File: src/rtl/dqs_dly_train_ctrl.sv
// -----------------------------------------------------------------------------
// dqs_dly_train_ctrl
//
// Purpose
//   Trains the static delay of one DQS lane IOD delay line. After a START
//   request the controller reloads the delay line and then repeats this loop:
//   clear the IOD eye-monitor flags, wait, and sample the flags. Depending on
//   the flags it then steps the delay one tap, clears again, or counts a clean
//   sample. LOCK_COUNT consecutive clean samples declare lock (DONE). An
//   out-of-range flag from the delay line, or a tap offset that would leave the
//   signed 8-bit range, ends training in FAIL.
//
// Configuration macro
//   DQS_DLY_TRAIN_STEP_LIMIT_EN : when defined, the number of moves since LOAD
//                                 is counted. A SAMPLE taken once that count
//                                 equals MAX_STEPS goes to FAIL. When undefined
//                                 the move counter does not exist.
//
// Parameters
//   WAIT_CYCLES : FAB_CLK cycles spent in WAIT between flag clear and sample (2..255)
//   LOCK_COUNT  : consecutive clean samples needed for lock (1..15)
//   MAX_STEPS   : move limit, used only with the step-limit macro (1..255)
//
// Ports
//   FAB_CLK                 in  : single clock, rising edge
//   ARST_N                  in  : asynchronous assert, active-low reset
//   START                   in  : level-sampled training request (IDLE/DONE/FAIL only)
//   EYE_MONITOR_EARLY       in  : IOD early flag
//   EYE_MONITOR_LATE        in  : IOD late flag
//   DELAY_LINE_OUT_OF_RANGE in  : IOD delay-line limit flag
//   DELAY_LINE_LOAD         out : 1-cycle pulse, reload static delay
//   DELAY_LINE_MOVE         out : 1-cycle pulse, step delay by one tap
//   DELAY_LINE_DIRECTION    out : 1 = increase delay, 0 = decrease delay
//   EYE_MONITOR_CLEAR_FLAGS out : 1-cycle pulse, clear IOD flags
//   BUSY / DONE / FAIL      out : training status
//   TAP_OFFSET              out : signed net taps moved since LOAD
//
// Every output comes straight from a flop; the status and pulse flops are
// loaded from the decoded next state, so each pulse is high exactly during
// the cycle the FSM spends in the matching state.
// -----------------------------------------------------------------------------
module dqs_dly_train_ctrl #(
    parameter int WAIT_CYCLES = 16,
    parameter int LOCK_COUNT  = 4,
    parameter int MAX_STEPS   = 127
) (
    input  logic       FAB_CLK,
    input  logic       ARST_N,
    input  logic       START,
    input  logic       EYE_MONITOR_EARLY,
    input  logic       EYE_MONITOR_LATE,
    input  logic       DELAY_LINE_OUT_OF_RANGE,
    output logic       DELAY_LINE_LOAD,
    output logic       DELAY_LINE_MOVE,
    output logic       DELAY_LINE_DIRECTION,
    output logic       EYE_MONITOR_CLEAR_FLAGS,
    output logic       BUSY,
    output logic       DONE,
    output logic       FAIL,
    output logic [7:0] TAP_OFFSET
);

    // -------------------------------------------------------------------------
    // State encoding
    // -------------------------------------------------------------------------
    localparam logic [2:0] S_IDLE   = 3'd0;
    localparam logic [2:0] S_LOAD   = 3'd1;
    localparam logic [2:0] S_CLEAR  = 3'd2;
    localparam logic [2:0] S_WAIT   = 3'd3;
    localparam logic [2:0] S_SAMPLE = 3'd4;
    localparam logic [2:0] S_MOVE   = 3'd5;
    localparam logic [2:0] S_DONE   = 3'd6;
    localparam logic [2:0] S_FAIL   = 3'd7;

    // WAIT occupies counts 0..WAIT_CYCLES-1, i.e. exactly WAIT_CYCLES cycles.
    localparam logic [7:0]        WAIT_LAST   = 8'(WAIT_CYCLES - 1);
    localparam logic [3:0]        LOCK_TARGET = 4'(LOCK_COUNT);
    localparam logic signed [7:0] TAP_MAX     = 8'sd127;
    localparam logic signed [7:0] TAP_MIN     = 8'sh80;   // -128

    // -------------------------------------------------------------------------
    // State and datapath registers
    // -------------------------------------------------------------------------
    logic [2:0]        state_q,    state_d;
    logic [7:0]        wait_cnt_q, wait_cnt_d;
    logic [3:0]        lock_cnt_q, lock_cnt_d;
    logic signed [7:0] tap_q,      tap_d;
    logic              dir_q,      dir_d;

    // Registered outputs, loaded from the decoded next state.
    logic load_q,  load_d;
    logic move_q,  move_d;
    logic clear_q, clear_d;
    logic busy_q,  busy_d;
    logic done_q,  done_d;
    logic fail_q,  fail_d;

    logic [3:0] lock_inc;
    logic       step_limit_hit;

    assign lock_inc = lock_cnt_q + 4'd1;

`ifdef DQS_DLY_TRAIN_STEP_LIMIT_EN
    localparam logic [7:0] STEP_LIMIT = 8'(MAX_STEPS);

    logic [7:0] step_cnt_q, step_cnt_d;

    // Checked at SAMPLE before the flags, so once the budget is spent no
    // further move can be issued regardless of what the eye monitor reports.
    assign step_limit_hit = (step_cnt_q == STEP_LIMIT);
`else
    // MAX_STEPS only matters with the move counter present.
    logic unused_max_steps;
    assign unused_max_steps = (MAX_STEPS != 0);
    assign step_limit_hit   = 1'b0;
`endif

    // -------------------------------------------------------------------------
    // Next-state logic
    // -------------------------------------------------------------------------
    always_comb begin
        state_d    = state_q;
        wait_cnt_d = wait_cnt_q;
        lock_cnt_d = lock_cnt_q;
        tap_d      = tap_q;
        dir_d      = dir_q;
`ifdef DQS_DLY_TRAIN_STEP_LIMIT_EN
        step_cnt_d = step_cnt_q;
`endif

        case (state_q)
            S_IDLE, S_DONE, S_FAIL: begin
                if (START) begin
                    state_d    = S_LOAD;
                    // Cleared on entry so TAP_OFFSET already reads 0 while the
                    // LOAD pulse is on the wire.
                    tap_d      = '0;
                    lock_cnt_d = '0;
`ifdef DQS_DLY_TRAIN_STEP_LIMIT_EN
                    step_cnt_d = '0;
`endif
                end
            end

            S_LOAD: begin
                state_d = S_CLEAR;
            end

            S_CLEAR: begin
                wait_cnt_d = '0;
                state_d    = S_WAIT;
            end

            S_WAIT: begin
                if (wait_cnt_q == WAIT_LAST) begin
                    state_d = S_SAMPLE;
                end else begin
                    wait_cnt_d = wait_cnt_q + 8'd1;
                end
            end

            S_SAMPLE: begin
                if (DELAY_LINE_OUT_OF_RANGE || step_limit_hit) begin
                    state_d = S_FAIL;
                end else if (EYE_MONITOR_EARLY && EYE_MONITOR_LATE) begin
                    // Contradictory flags: distrust this sample and retry.
                    lock_cnt_d = '0;
                    state_d    = S_CLEAR;
                end else if (EYE_MONITOR_EARLY) begin
                    if (tap_q == TAP_MAX) begin
                        state_d = S_FAIL;
                    end else begin
                        // Offset is updated on entry so it changes in the
                        // same cycle the MOVE pulse is presented.
                        dir_d      = 1'b1;
                        tap_d      = tap_q + 8'sd1;
                        lock_cnt_d = '0;
`ifdef DQS_DLY_TRAIN_STEP_LIMIT_EN
                        step_cnt_d = step_cnt_q + 8'd1;
`endif
                        state_d    = S_MOVE;
                    end
                end else if (EYE_MONITOR_LATE) begin
                    if (tap_q == TAP_MIN) begin
                        state_d = S_FAIL;
                    end else begin
                        dir_d      = 1'b0;
                        tap_d      = tap_q - 8'sd1;
                        lock_cnt_d = '0;
`ifdef DQS_DLY_TRAIN_STEP_LIMIT_EN
                        step_cnt_d = step_cnt_q + 8'd1;
`endif
                        state_d    = S_MOVE;
                    end
                end else begin
                    lock_cnt_d = lock_inc;
                    if (lock_inc == LOCK_TARGET) begin
                        state_d = S_DONE;
                    end else begin
                        state_d = S_CLEAR;
                    end
                end
            end

            S_MOVE: begin
                state_d = S_CLEAR;
            end

            default: begin
                state_d = S_IDLE;
            end
        endcase
    end

    // -------------------------------------------------------------------------
    // Output decode from the next state (registered below)
    // -------------------------------------------------------------------------
    always_comb begin
        load_d  = (state_d == S_LOAD);
        move_d  = (state_d == S_MOVE);
        clear_d = (state_d == S_CLEAR);
        busy_d  = (state_d == S_LOAD)  || (state_d == S_CLEAR) ||
                  (state_d == S_WAIT)  || (state_d == S_SAMPLE) ||
                  (state_d == S_MOVE);
        done_d  = (state_d == S_DONE);
        fail_d  = (state_d == S_FAIL);
    end

    // -------------------------------------------------------------------------
    // Registers
    // -------------------------------------------------------------------------
    always_ff @(posedge FAB_CLK or negedge ARST_N) begin
        if (!ARST_N) begin
            state_q    <= S_IDLE;
            wait_cnt_q <= '0;
            lock_cnt_q <= '0;
            tap_q      <= '0;
            dir_q      <= 1'b0;
            load_q     <= 1'b0;
            move_q     <= 1'b0;
            clear_q    <= 1'b0;
            busy_q     <= 1'b0;
            done_q     <= 1'b0;
            fail_q     <= 1'b0;
`ifdef DQS_DLY_TRAIN_STEP_LIMIT_EN
            step_cnt_q <= '0;
`endif
        end else begin
            state_q    <= state_d;
            wait_cnt_q <= wait_cnt_d;
            lock_cnt_q <= lock_cnt_d;
            tap_q      <= tap_d;
            dir_q      <= dir_d;
            load_q     <= load_d;
            move_q     <= move_d;
            clear_q    <= clear_d;
            busy_q     <= busy_d;
            done_q     <= done_d;
            fail_q     <= fail_d;
`ifdef DQS_DLY_TRAIN_STEP_LIMIT_EN
            step_cnt_q <= step_cnt_d;
`endif
        end
    end

    assign DELAY_LINE_LOAD         = load_q;
    assign DELAY_LINE_MOVE         = move_q;
    assign DELAY_LINE_DIRECTION    = dir_q;
    assign EYE_MONITOR_CLEAR_FLAGS = clear_q;
    assign BUSY                    = busy_q;
    assign DONE                    = done_q;
    assign FAIL                    = fail_q;
    assign TAP_OFFSET              = tap_q;

endmodule

File: config.mk
export PLATFORM = sky130hd
export DESIGN_NAME = dqs_dly_train_ctrl
export DESIGN_NICKNAME = d
export VERILOG_FILES = /design/src/rtl/dqs_dly_train_ctrl.sv
export SDC_FILE = /design/constraint.sdc
export NUM_CORES = 1
export LEC_CHECK = 0
export ABC_AREA = 1
export BUFFER_PORTS_ARGS = -buffer_cell sky130_fd_sc_hd__buf_4
export CORE_MARGIN = 5
export CORE_UTILIZATION = 48
export DETAILED_ROUTE_END_ITERATION = 8
export GPL_ROUTABILITY_DRIVEN = 0
export PLACE_DENSITY_LB_ADDON = 0.3
export SETUP_SLACK_MARGIN = 0.05
export SYNTH_ARGS = -nofsm -noshare
export SYNTH_HDL_FRONTEND = slang
export SYNTH_SLANG_ARGS = --single-unit
File: constraint.sdc
create_clock -name FAB_CLK -period 1.6 [get_ports FAB_CLK]
set_clock_uncertainty 0.2 [all_clocks]
set_input_delay 0.08 -clock FAB_CLK [delete_from_list [all_inputs] [get_ports FAB_CLK]]
set_output_delay 0.08 -clock FAB_CLK [all_outputs]
set_load 0.05 [all_outputs]
==> impl_metrics.toml <==
[drt]
vias = 2059
drc = 0
vias_per_cell = 5.160
antenna_left = 0
drt_iter0_markers = 104
drt-pass1-iter-count = 4
wl_per_cell_microns = 15.33
wl_mm = 6.117

[finish]
instances_no_fill = 399
final_cell_mix = "73 x buf_4, 41 x nand2_1, 26 x inv_1"
drive_gt1_frac = 0.5817
mostFrequentLayoutCell = "buf_4"
fin_util = 0.8093
n_antenna_cell = 0
final_nets = 368
area.growth.synth_to_final_pct = 61.76
design_area_sq_um = 3261

[place]
dp_hpwl_mm = 3.581
placed_cell_area_sq_um = 2629
placed_cells = 367
port_buffers = 20

[clocking]
numClockSinks = 30
insertion_delay_ns = 0.29
h-tree-depth = 2
clkTransAtPathRegs_ns = 0.07
numCtsBuffers = 5
cts_tree = "built"
cts_buffer_depth = 2
cts-root-buf = "clkbuf_8"

[synth]
ys_seq_area_frac = 0.3724
syn_area_per_cell_sq_um = 7.783
synth.cell_area_sq_um = 2016
postSynthCellCount = 259
synth-seq-cells = 30
yosys.cell_types.count = 34
ys_warn_count = 0
synth_fp_nets = 279

[power_and_ir_drop]
vdd_ir_drop_max_mv = 0.9892
leakage_uw = 0.001603
p_per_area_nw_per_um2 = 1194

[die]
rows = 23
die-height_microns = 74.80
pin_count = 21
coreArea_sq_um = 4029
initial_core_util = 0.5003
die_area_sq_um = 5595
dieWidth_microns = 74.80

[timing]
hold_viol = 0
rsz0062_at_grt = "yes"
setup_viol = 25
slew_viol_final = 0
hold_ws_ns = 0.02467
min_period_ns = 1.779
max_freq_mhz = 562.1
min_period_over_period = 1.112
max_slew_margin = 0.7373
tightest_slew_ns = 0.3941
setup_slack_ns = -0.1791

[critical_path]
startpoint_type = "flip-flop"
critPathKind = "flip-flop to flip-flop"
cp_max_fo = 3
required_ns = 1.62
end_kind = "flip-flop"
crit_family = "flip-flops"
crit_chain = "ha_2 -> inv_2 -> nor2_4 -> nand3_1 -> inv_1 -> o21ai_2 -> inv_1 -> a21oi_2 -> nand2_2 -> nor2_1"
cpPeakStageDelay_ns = 0.40
crit_top_cell = "inv_1"
cp_slowest_cell = "dfrtp_1"
critPathBufInv = 3
arrival_ns = 1.79

[global_routing]
grt_usage = 0.2173
grt_antenna_before_repair = 0
grt_pass1_vias = 2112
grt_max_degree = 31
grt_overflow = 0
grt_pass1_wl_mm = 9.273

[run_status]
violations = "setup timing"
status = "finished with violations"

[job]
maxCapViolCount = 0

[hold_path]
min_path_type = "input port to flip-flop"
## sequential cells by signal, indices dropped and copies added, names as in the netlist
| name | count |
|---|---|
| DELAY_LINE_MOVE | 1 |
| BUSY | 1 |
| EYE_MONITOR_CLEAR_FLAGS | 1 |
| TAP_OFFSET | 8 |
| lock_cnt_q | 4 |
| DONE | 1 |
| DELAY_LINE_LOAD | 1 |
| DELAY_LINE_DIRECTION | 1 |
| FAIL | 1 |
| state_q | 3 |
| wait_cnt_q | 8 |
## tightest hold or removal path: stages
cell and delay [ns]:
buf_4 0.09, buf_4 0.18, nand2_2 0.06, o21ai_1 0.07
## cells by family after synthesis
family	after synthesis	synth area share
compound gates	30	0.08690
fa+ha+maj	14	0.09063
flops	30	0.3724
simple gates	131	0.3259
xor+xnor	9	0.03911
buf+inv	45	0.08504
## per-layer routing
metal / vias to the layer above / GRT usage / share of wire
met4: 0 / 0.09881 / 0.034
met5: - / 0 / 0
li1: 1006 / - / -
met1: 982 / 0.2666 / 0.42
met2: 46 / 0.3668 / 0.51
met3: 25 / 0.04539 / 0.035
## final timing paths
path / startpoint / to / slack, ns / cells after the start
worst max-delay path: wait_cnt_q[1] / EYE_MONITOR_CLEAR_FLAGS / -0.18 / 10
worst min-delay path: EYE_MONITOR_EARLY / DELAY_LINE_DIRECTION / 0.02 / 4
worst max register to register: wait_cnt_q[1] / EYE_MONITOR_CLEAR_FLAGS / -0.18 / 10
worst min register to register: DELAY_LINE_DIRECTION / DELAY_LINE_DIRECTION / 0.35 / 2
max in group asynchronous: ARST_N / state_q[2] / 0.83 / 2
min in group asynchronous: ARST_N / wait_cnt_q[5] / 0.05 / 2
## cells in the mapped netlist
cell type / instances / area, sq um
nand3b_4: 1 / 20.02
a21oi_1: 7 / 35.03
fa_1: 1 / 20.02
o22ai_1: 2 / 12.51
o21ai_1: 3 / 15.01
nand2_1: 62 / 232.7
nand2_2: 4 / 25.02
or2_1: 2 / 12.51
nor2_1: 23 / 86.33
clkinv_2: 2 / 10.01
o21ai_2: 1 / 8.760
inv_2: 8 / 30.03
or2_2: 3 / 18.77
nor3_1: 2 / 10.01
ha_1: 13 / 162.7
xnor2_1: 3 / 26.28
a21oi_4: 1 / 16.27
nand4_1: 5 / 31.28
nand3_4: 2 / 35.03
nor2_2: 7 / 43.79
xor2_1: 6 / 52.55
nor3_4: 1 / 16.27
nand2_4: 1 / 11.26
nand3b_1: 1 / 7.510
o21ai_0: 12 / 60.06
nor4_1: 2 / 12.51
a21o_1: 2 / 15.01
inv_1: 35 / 131.4
a31oi_1: 2 / 12.51
nand4_2: 1 / 12.51
nor2_4: 1 / 11.26
dfrtp_1: 30 / 750.7
nand3_1: 12 / 60.06
nand3_2: 1 / 10.01
## final cells by class
type / count / area [sq um]
sequential: 30 / 762.0
timing repair buffer: 81 / 636.9
tap: 50 / 62.56
fill: 213 / 768.2
clock inverter: 2 / 60.06
multi-input combinational: 185 / 1475
inverter: 45 / 181.4
clock buffer: 6 / 82.58
## per-stage QoR
stage | worst slack [ns] | TNS (ns) | power, uW
global placement | -0.1337 | -0.9356 | 2355
finish | -0.1791 | -2.580 | 3893
global route | -0.2873 | -4.842 | 4068
floorplan | -0.1483 | -0.9536 | 1867
CTS | -0.1103 | -1.204 | 3531
detailed placement | -0.1652 | -1.717 | 2395
## timing repair
action / CTS / global route
buffers inserted: 10 / 16
pin swaps: 29 / 44
gates resized for setup: 41 / 44
hold endpoints to repair: 30 / 0
cloned: 1 / 0
hold buffers: 1 / 0
setup endpoints to repair: 30 / 30
## report_power, final
part / switching [uW] / total (uW) / leakage, uW / internal (uW)
combinational: 1150 / 1960 / 0.00115 / 807
sequential: 81.1 / 964 / 0.000381 / 883
clock: 306 / 970 / 0.0000714 / 664
total: 1540 / 3890 / 0.00160 / 2360
Power figures use the tool's default switching activity.
